[src/rtl/sample_tx_arbiter_pkg.sv]
// Shared types and constants for the sample TX arbiter.
// The SAMPLE_TX_ARBITER_CHKSUM_EN build uses ST_TRL.
package sample_tx_arbiter_pkg;

    typedef enum logic [2:0] {
        ST_IDLE,
        ST_CAP,
        ST_HDR,
        ST_LO,
        ST_TRL
    } state_e;

    localparam int CHW = 3;

    localparam logic [CHW-1:0] CH_DIN   = 3'd0;
    localparam logic [CHW-1:0] CH_ADC0  = 3'd1;
    localparam logic [CHW-1:0] CH_ADC1  = 3'd2;
    localparam logic [CHW-1:0] CH_CURR0 = 3'd3;
    localparam logic [CHW-1:0] CH_CURR1 = 3'd4;

    localparam int HDR_ID_LSB  = 5;
    localparam int HDR_RSV_LSB = 2;
    localparam int HDR_MSB_LSB = 0;

    function automatic logic [7:0] mk_hdr(
        input logic [CHW-1:0] id,
        input logic [1:0]     msbs
    );
        logic [7:0] h;
        h = '0;
        h[HDR_ID_LSB +: 3]  = id;
        h[HDR_RSV_LSB +: 3] = 3'b000;
        h[HDR_MSB_LSB +: 2] = msbs;
        return h;
    endfunction

endpackage

[src/rtl/sample_tx_arbiter_rr_picker.sv]
// Combinational round-robin first-one finder.
// Searches req from ptr+1 upward, wrapping modulo N.
module rr_picker #(
    parameter int N  = 5,
    parameter int IW = 3
) (
    input  logic [N-1:0]  req_i,
    input  logic [IW-1:0] ptr_i,
    output logic          valid_o,
    output logic [IW-1:0] idx_o
);

    always_comb begin
        valid_o = 1'b0;
        idx_o   = '0;
        for (int k = 1; k <= N; k++) begin
            if (!valid_o && req_i[(int'(ptr_i) + k) % N]) begin
                valid_o = 1'b1;
                idx_o   = IW'((int'(ptr_i) + k) % N);
            end
        end
    end

endmodule

[src/rtl/sample_tx_arbiter.sv]
// Round-robin sample-to-UART framer: 2-byte frames, BURST per grant.
// Define SAMPLE_TX_ARBITER_CHKSUM_EN for an XOR trailer per burst.
module sample_tx_arbiter
    import sample_tx_arbiter_pkg::*;
#(
    parameter int NCH   = 5,
    parameter int DW    = 10,
    parameter int BURST = 4,
    parameter int CNTW  = 16
) (
    input  logic                clk,
    input  logic                rst_n,
    input  logic [NCH-1:0]      en,
    input  logic [NCH-1:0]      q_em,
    input  logic [NCH*DW-1:0]   q_data,
    output logic [NCH-1:0]      q_pp,
    input  logic                tx_full,
    output logic                tx_ld,
    output logic [7:0]          tx_byte,
    output logic [CHW-1:0]      grant,
    output logic                busy,
    output logic [CNTW-1:0]     frames
);

    state_e          state_q, state_d;
    logic [CHW-1:0]  grant_q, grant_d;
    logic [CHW-1:0]  ptr_q, ptr_d;
    logic [DW-1:0]   sample_q, sample_d;
    logic [3:0]      bcnt_q, bcnt_d;
    logic [NCH-1:0]  q_pp_q, q_pp_d;
    logic            tx_ld_q, tx_ld_d;
    logic [7:0]      tx_byte_q, tx_byte_d;
    logic [CNTW-1:0] frames_q, frames_d;
`ifdef SAMPLE_TX_ARBITER_CHKSUM_EN
    logic [7:0]      acc_q, acc_d;
`endif

    logic [NCH-1:0]  req;
    logic            pick_vld;
    logic [CHW-1:0]  pick_idx;
    logic [3:0]      bcnt_nx;
    logic [7:0]      hdr_byte;

    assign req      = en & ~q_em;
    assign bcnt_nx  = bcnt_q + 4'd1;
    assign hdr_byte = mk_hdr(grant_q, sample_q[9:8]);

    rr_picker #(
        .N  (NCH),
        .IW (CHW)
    ) u_pick (
        .req_i   (req),
        .ptr_i   (ptr_q),
        .valid_o (pick_vld),
        .idx_o   (pick_idx)
    );

    always_comb begin
        state_d   = state_q;
        grant_d   = grant_q;
        ptr_d     = ptr_q;
        sample_d  = sample_q;
        bcnt_d    = bcnt_q;
        q_pp_d    = '0;
        tx_ld_d   = 1'b0;
        tx_byte_d = tx_byte_q;
        frames_d  = frames_q;
`ifdef SAMPLE_TX_ARBITER_CHKSUM_EN
        acc_d     = acc_q;
`endif
        unique case (state_q)
            ST_IDLE: begin
                if (pick_vld) begin
                    grant_d          = pick_idx;
                    sample_d         = q_data[int'(pick_idx)*DW +: DW];
                    q_pp_d[pick_idx] = 1'b1;
                    bcnt_d           = '0;
`ifdef SAMPLE_TX_ARBITER_CHKSUM_EN
                    acc_d            = '0;
`endif
                    state_d          = ST_HDR;
                end
            end
            ST_CAP: begin
                sample_d        = q_data[int'(grant_q)*DW +: DW];
                q_pp_d[grant_q] = 1'b1;
                state_d         = ST_HDR;
            end
            ST_HDR: begin
                if (!tx_full) begin
                    tx_ld_d   = 1'b1;
                    tx_byte_d = hdr_byte;
`ifdef SAMPLE_TX_ARBITER_CHKSUM_EN
                    acc_d     = acc_q ^ hdr_byte;
`endif
                    state_d   = ST_LO;
                end
            end
            ST_LO: begin
                if (!tx_full) begin
                    tx_ld_d   = 1'b1;
                    tx_byte_d = sample_q[7:0];
                    frames_d  = frames_q + CNTW'(1);
                    bcnt_d    = bcnt_nx;
`ifdef SAMPLE_TX_ARBITER_CHKSUM_EN
                    acc_d     = acc_q ^ sample_q[7:0];
`endif
                    // q_em here already reflects the pop issued for this frame
                    if (bcnt_nx < 4'(BURST) && en[grant_q] && !q_em[grant_q]) begin
                        state_d = ST_CAP;
                    end else begin
                        ptr_d   = grant_q;
`ifdef SAMPLE_TX_ARBITER_CHKSUM_EN
                        state_d = ST_TRL;
`else
                        state_d = ST_IDLE;
`endif
                    end
                end
            end
`ifdef SAMPLE_TX_ARBITER_CHKSUM_EN
            ST_TRL: begin
                if (!tx_full) begin
                    tx_ld_d   = 1'b1;
                    tx_byte_d = acc_q;
                    state_d   = ST_IDLE;
                end
            end
`endif
            default: state_d = ST_IDLE;
        endcase
    end

    always_ff @(posedge clk or negedge rst_n) begin
        if (!rst_n) begin
            state_q   <= ST_IDLE;
            grant_q   <= CH_DIN;
            ptr_q     <= CHW'(NCH - 1);
            sample_q  <= '0;
            bcnt_q    <= '0;
            q_pp_q    <= '0;
            tx_ld_q   <= 1'b0;
            tx_byte_q <= '0;
            frames_q  <= '0;
`ifdef SAMPLE_TX_ARBITER_CHKSUM_EN
            acc_q     <= '0;
`endif
        end else begin
            state_q   <= state_d;
            grant_q   <= grant_d;
            ptr_q     <= ptr_d;
            sample_q  <= sample_d;
            bcnt_q    <= bcnt_d;
            q_pp_q    <= q_pp_d;
            tx_ld_q   <= tx_ld_d;
            tx_byte_q <= tx_byte_d;
            frames_q  <= frames_d;
`ifdef SAMPLE_TX_ARBITER_CHKSUM_EN
            acc_q     <= acc_d;
`endif
        end
    end

    assign q_pp    = q_pp_q;
    assign tx_ld   = tx_ld_q;
    assign tx_byte = tx_byte_q;
    assign grant   = grant_q;
    assign busy    = (state_q != ST_IDLE);
    assign frames  = frames_q;

endmodule

[config.mk]
export PLATFORM = sky130hd
export DESIGN_NAME = sample_tx_arbiter
export DESIGN_NICKNAME = d
export VERILOG_FILES = /design/src/rtl/sample_tx_arbiter_pkg.sv /design/src/rtl/sample_tx_arbiter_rr_picker.sv /design/src/rtl/sample_tx_arbiter.sv
export SDC_FILE = /design/constraint.sdc
export NUM_CORES = 1
export LEC_CHECK = 0
export CAP_MARGIN = 20
export CORE_MARGIN = 5
export CORE_UTILIZATION = 58
export CTS_CLUSTER_DIAMETER = 200
export DETAILED_ROUTE_END_ITERATION = 8
export GPL_ROUTABILITY_DRIVEN = 0
export GPL_TIMING_DRIVEN = 0
export PLACE_DENSITY = 0.88
export SYNTH_ARGS = -nofsm -noshare
export SYNTH_HDL_FRONTEND = slang
export SYNTH_SLANG_ARGS = --single-unit
[constraint.sdc]
create_clock -name clk -period 13.74 [get_ports clk]
set_input_delay 1.374 -clock clk [delete_from_list [all_inputs] [get_ports clk]]
set_output_delay 1.374 -clock clk [all_outputs]
set_load 0.02 [all_outputs]
# [Word-level counts from Yosys, hierarchy flattened]
# Index checks and enable logic that the tools add are counted.
[totals] register_bits=53 in_bits=63 out_inout_bits=34 elab_cells=121
[classes] add_sub_neg=7 mul=2 n_div=5 magnitude_cmp=10 eq_ne=6 shifts=2 mux=50 bitwise=4 reduce_logical=26
[ops] cell="$lt 32x5->1 const B" n=5
[ops] cell="$mod 32x4->32 const B" n=5
[ops] cell="$shiftx 50x8->10" n=2
[ops] cell="$mux 3" n=8
[ops] cell="$mux 1" n=22
[ops] cell="$bmux 1 s3" n=7
[ops] cell="$pmux 10 s2" n=1
[ops] cell="$add 16x1->16 const B" n=1
[ops] cell="$mux 8" n=2
[ops] cell="$pmux 8 s2" n=1
[ops] cell="$mul 3x3->6 const B" n=2
[ops] cell="$pmux 3 s4" n=1
[ops] cell="$reduce_and 3->1" n=4
[ops] cell="$mux 10" n=1
[ops] cell="$pmux 5 s2" n=1
[ops] cell="$add 3x2->4 const B" n=2
[ops] cell="$add 3x3->4 const B" n=2
[ops] cell="$logic_and 1x1->1" n=8
[ops] cell="$lt 3x4->1 const B" n=2
[ops] cell="$mux 4" n=2
[ops] cell="$pmux 4 s2" n=1
[ops] cell="$demux 1 s3" n=2
[ops] cell="$eq 3x2->1 const B" n=2
[ops] cell="$ge 3x1->1 const B" n=2
[ops] cell="15 further kinds" n=26

# [Logic depth before layout (Yosys ltp)]
[depth] ltp_word=24 ltp_mapped=22 mapped_depth_nobuf=19

# [Cells and area by module]
# Synthesis repeated with hierarchy kept, for this count alone.
[hier_totals] cells_unflattened=515 area_unflattened_um2=4534.3
[modules_own_cells] module="sample_tx_arbiter" instances=1 cells_per_inst=265 area_per_inst_um2=2696.3 seq_area_each_um2=1302.5
[modules_own_cells] module="rr_picker" instances=1 cells_per_inst=250 area_per_inst_um2=1838.0 seq_area_each_um2=0.0

# [Worst setup path before layout]
# OpenSTA, ideal clock, no wires.
[synth_timing] path_type="register -> register" from="reg ptr_q[2]" to="reg sample_q[8]" setup_ps=142 arrival_ps=4754 t_required_ps=13598 path_slack_ps=8844 stages_incl_launch_ff=22 path_buffers=3 synth_period_minus_slack_ps=4896 cell_sequence="dfstp_2 > buf_6 > inv_1 > ha_1 > clkbuf_1 > o21ai_1 > nand2_1 > xnor2_1 > ha_1 > fa_1 > a21boi_1 > a21oi_1 > o2bb2ai_1 > mux2_2 > o311ai_1 > nand2b_1 > o221ai_1 > and3_4 > o31a_1 > buf_6 > mux2i_1 > o2111ai_1"
[synth_between] elab_chain_cells=22 word_cells_on_any_way=49 cone_classes="add/sub (5); mul (1); div (5); eq/ne (1); shift (1); mux (27); reduce/logical (9)"
[synth_lines] item="start, declared" line="sample_tx_arbiter.sv:27" source="logic [CHW-1:0] ptr_q, ptr_d;"
[synth_lines] item="start signal, assigned" line="sample_tx_arbiter.sv:138" source="ptr_q <= CHW'(NCH - 1);"
[synth_lines] item="start signal, assigned" line="sample_tx_arbiter.sv:151" source="ptr_q <= ptr_d;"
[synth_lines] item="$add 3x1->4" line="sample_tx_arbiter_rr_picker.sv:17, sample_tx_arbiter_rr_picker.sv:19"
[synth_lines] item="$mod 32x4->32" line="sample_tx_arbiter_rr_picker.sv:17, sample_tx_arbiter_rr_picker.sv:19"
[synth_lines] item="$bmux 1 s3" line="sample_tx_arbiter_rr_picker.sv:17" source="if (!valid_o && req_i[(int'(ptr_i) + k) % N]) begin"
[synth_lines] item="$mux 1 (implied by the code) (2 in series)" line="sample_tx_arbiter_rr_picker.sv:17"
[synth_lines] item="$mux 1" line="sample_tx_arbiter_rr_picker.sv:17"
[synth_lines] item="$logic_not 1->1" line="sample_tx_arbiter_rr_picker.sv:17"
[synth_lines] item="$logic_and 1x1->1" line="sample_tx_arbiter_rr_picker.sv:17"
[synth_lines] item="$mux 1" line="sample_tx_arbiter_rr_picker.sv:17"
[synth_lines] item="[... 5 more ...]"
[synth_lines] item="$mux 1" line="sample_tx_arbiter_rr_picker.sv:17"
[synth_lines] item="$logic_not 1->1" line="sample_tx_arbiter_rr_picker.sv:17"
[synth_lines] item="$logic_and 1x1->1" line="sample_tx_arbiter_rr_picker.sv:17"
[synth_lines] item="$mux 3" line="sample_tx_arbiter_rr_picker.sv:17"
[synth_lines] item="$mul 3x3->6" line="sample_tx_arbiter.sv:75" source="sample_d = q_data[int'(pick_idx)*DW +: DW];"
[synth_lines] item="$shiftx 50x8->10" line="sample_tx_arbiter.sv:75"
[synth_lines] item="$mux 10" line="sample_tx_arbiter.sv:73" source="if (pick_vld) begin"
[synth_lines] item="$pmux 10 s2" line="sample_tx_arbiter.sv:71" source="unique case (state_q)"
[synth_lines] item="end signal, assigned" line="sample_tx_arbiter.sv:152" source="sample_q <= sample_d;"
[synth_lines] item="end, declared" line="sample_tx_arbiter.sv:28" source="logic [DW-1:0] sample_q, sample_d;"
# Several ways; a longest one is shown, not always the timed one. The select of a mux whose other input is x is not followed.
# A chain may end at the register's enable or synchronous reset.

# [Final worst setup path]
[layout_timing] from="reg ptr_q[0]" to="reg sample_q[7]"
# Same word-level chain as after synthesis.

==> flow_metrics.env <==
export IMPL_area_growth_pct=24.19
export IMPL_vias=5673
export IMPL_regArea_um2=1303
export IMPL_dpl_hpwl_um=12310
export IMPL_drt_first_pass_iters=5
export IMPL_crit_fanout=13
export IMPL_antenna_found_initial=0
export IMPL_setup_worst_path_start_class="flip-flop"
export IMPL_slew_violations=0
export IMPL_timing_critical_path_from="ptr_q[0]$_DFFE_PN0P_"
export IMPL_gr_total_overflow=0
export IMPL_syn_area_um2=5125
export IMPL_die_width_um=104
export IMPL_tightest_slew_ns=0.6796
export IMPL_nets=828
export IMPL_min_path_type="flip-flop to flip-flop"
export IMPL_rrSetupSlack_ns=7.49
export IMPL_drc=0
export IMPL_synth_avg_cell_area_um2=8.109
export IMPL_layout_drive_gt1_share=0.08288
export IMPL_ys_ff_latch=52
export IMPL_async_flop_share=1.000
export IMPL_fin_crit_sh=0.4551
export IMPL_r2r_start="ptr_q[0]$_DFFE_PN0P_"
export IMPL_cts_root_buffer_cell="clkbuf_8"
export IMPL_outcome="completed"
export IMPL_fmax_mhz=159.9
export IMPL_setup_violations=0
export IMPL_rsz0062_at_grt="no"
export IMPL_clkLatencyLatePin_ns=0.30
export IMPL_die_y_um=104
export IMPL_skew_ns=0.007743
export IMPL_ios=97
export IMPL_cts_buffers=5
export IMPL_cts_tree="yes"
export IMPL_clkTransAtPathRegs_ns=0.09
export IMPL_wire_per_inst_um=19.24
export IMPL_fin_util=0.7334
export IMPL_cts_hold_buf=0
export IMPL_dieArea_um2=10820
export IMPL_synth_nets=724
export IMPL_cp_data_arrival_time_ns=6.41
export IMPL_synthDistinctLibCells=91
export IMPL_worstSetupEndpointType="flip-flop"
export IMPL_wirelength_um=16240
export IMPL_multiInputGateArea_um2=3535
export IMPL_ctsResizeCount=0
export IMPL_grt_total_usage=0.2897
export IMPL_timing_final_hold_violations=0
export IMPL_fill_cells=646
export IMPL_maxCapViolations=0
export IMPL_grt_max_degree=39
export IMPL_yosys_warnings=0
export IMPL_grt_pass1_vias=5407
export IMPL_tns_ns=0
export IMPL_cts_sinks=52
export IMPL_start_util=0.5905
export IMPL_min_from="frames[15]$_DFFE_PN0P_"
export IMPL_grt_pass1_wl_um=26820
export IMPL_synth_edf_count=0
export IMPL_routed_via_density=6.722
export IMPL_crit_required_ns=13.90
export IMPL_critical_path_class="flip-flop to flip-flop"
export IMPL_synth_seq_area_share=0.2542
export IMPL_post_cts_setup_buffer_count=0
export IMPL_period_needed_ns=6.254
export IMPL_num_antenna_cells=0
export IMPL_drt_initial_drc_count=498
export IMPL_slew_headroom=0.5469
export IMPL_syn_inst=632
export IMPL_core_area_um2=8678
export IMPL_synth_flop_cell="dfrtp_1"
export IMPL_portBuffers=96
export IMPL_clk_path_buf_depth=2
export IMPL_htreeDepth=2
export IMPL_final_antenna_net_count=0
export IMPL_rows=34
state kept, by name (all words and copies together), names as in the netlist:
register,flops
state_q,2
tx_byte,8
frames,16
tx_ld,1
bcnt_q,4
sample_q,10
ptr_q,3
grant,3
q_pp,5
logic make-up (layout without fill, tap and decap cells):
family	Yosys count	count (layout)	synth area share
compound gates	184	184	0.2605
xor+xnor	26	26	0.04956
fa+ha+maj	29	29	0.07227
buf+inv	65	169	0.05615
flops	52	52	0.2542
mux	23	23	0.04639
simple gates	253	253	0.2610
path summary, 6_finish.rpt:
path                                      endpoint  depth (start not counted)
max in group asynchronous   tx_byte[3]$_DFFE_PN0P_                          2
min                         frames[15]$_DFFE_PN0P_                          1
max reg2reg                sample_q[7]$_DFFE_PN0P_                         21
min reg2reg                 frames[15]$_DFFE_PN0P_                          1
min in group asynchronous   frames[13]$_DFFE_PN0P_                          1
max                        sample_q[7]$_DFFE_PN0P_                         21
cell usage in the layout, fill, tap and decap left out, types with 4 or more instances in the layout:
cell type	synthesis	routed
a21o_1	5	5
a21oi_1	28	28
a21oi_2	4	4
a22o_1	4	4
a22oi_1	11	11
a31oi_1	16	16
and2_1	5	5
and3_1	26	26
buf_2	8	9
buf_6	4	4
clkbuf_1	20	20
clkbuf_8	0	5
clkdlybuf4s50_1	0	95
dfrtp_1	51	51
ha_1	28	28
inv_1	26	26
mux2i_1	20	20
nand2_1	72	72
nand2b_1	12	12
nand3_1	33	33
nand4_1	7	7
nor2_1	31	31
nor2b_1	6	6
nor3_1	27	27
nor4_1	6	6
o2111ai_1	12	12
o21ai_0	32	32
o21ai_1	5	5
o221ai_1	4	4
o22ai_1	4	4
o31ai_1	13	13
xnor2_1	19	19
xor2_1	5	5
critical path, cell delays in order (launching register included):
cell	delay [ns]
dfrtp_1	0.57
buf_2	0.28
inv_1	0.21
clkbuf_1	0.56
ha_1	0.32
nand2_1	0.07
nand2_1	0.08
xnor2_1	0.14
ha_1	0.20
fa_1	0.16
a21boi_1	0.37
a21oi_1	0.12
o2bb2ai_1	0.36
mux2_2	0.39
o311ai_1	0.54
nand2b_1	0.27
o221ai_1	0.14
and3_4	0.22
clkbuf_1	0.21
and3_1	0.24
o31ai_1	0.45
o2111ai_1	0.20
per-stage QoR:
step / setup slack [ns] / hold WS [ns] / cell area (um2) / std cells
after global placement: 7.906 / 0.4500 / 6221 / 836
after detailed placement: 7.750 / 0.4665 / 6236 / 837
after CTS: 7.666 / 0.4811 / 6365 / 844
after floorplan: 8.844 / 0.4761 / 5125 / 632
final: 7.486 / 0.4804 / 6365 / 844
after global routing: 7.091 / 0.4980 / 6365 / 844
synth_stat cells (all sizes together), types with 5 or more instances:
| cell | n | share of area |
|---|---|---|
| nor3 | 30 | 0.032 |
| dfrtp | 51 | 0.25 |
| buf | 16 | 0.020 |
| o31ai | 13 | 0.019 |
| and3 | 27 | 0.034 |
| and2 | 5 | 0.0061 |
| a21o | 5 | 0.0073 |
| nor4 | 6 | 0.0073 |
| o2111ai | 12 | 0.021 |
| a21oi | 32 | 0.034 |
| nor2 | 32 | 0.024 |
| clkbuf | 20 | 0.015 |
| a22oi | 13 | 0.021 |
| nand2b | 12 | 0.015 |
| or2 | 6 | 0.0078 |
| a211oi | 5 | 0.0093 |
| o21ai | 38 | 0.039 |
| mux2i | 20 | 0.039 |
| xnor2 | 20 | 0.038 |
| xor2 | 6 | 0.012 |
| inv | 29 | 0.021 |
| nor2b | 6 | 0.0073 |
| ha | 28 | 0.068 |
| a31oi | 16 | 0.020 |
| nand2 | 72 | 0.053 |
| nand4 | 7 | 0.0085 |
| nand3 | 33 | 0.032 |
metal layers:
layer  share of wire  vias to the layer above  wire length, um  global-route usage
met2            0.49                      373             7982              0.4895
met1            0.40                     2687             6437              0.3783
met3           0.088                       50             1429             0.04097
met5               0                        -                0                   0
met4           0.024                        0              390              0.1008
li1                -                     2563                -                   -
layout make-up:
class,instances,share of cell area
Clock buffer,5,0.01081
Multi-Input combinational cell,515,0.5553
Tap cell,108,0.02123
Buffer,36,0.02811
Sequential cell,52,0.2046
Inverter,29,0.01710
Clock inverter,2,0.009436
Timing Repair Buffer,97,0.1533
Power is left out: the tool's default activity adds up to more than one toggle a clock period on the data nets, which glitch-free logic cannot reach.
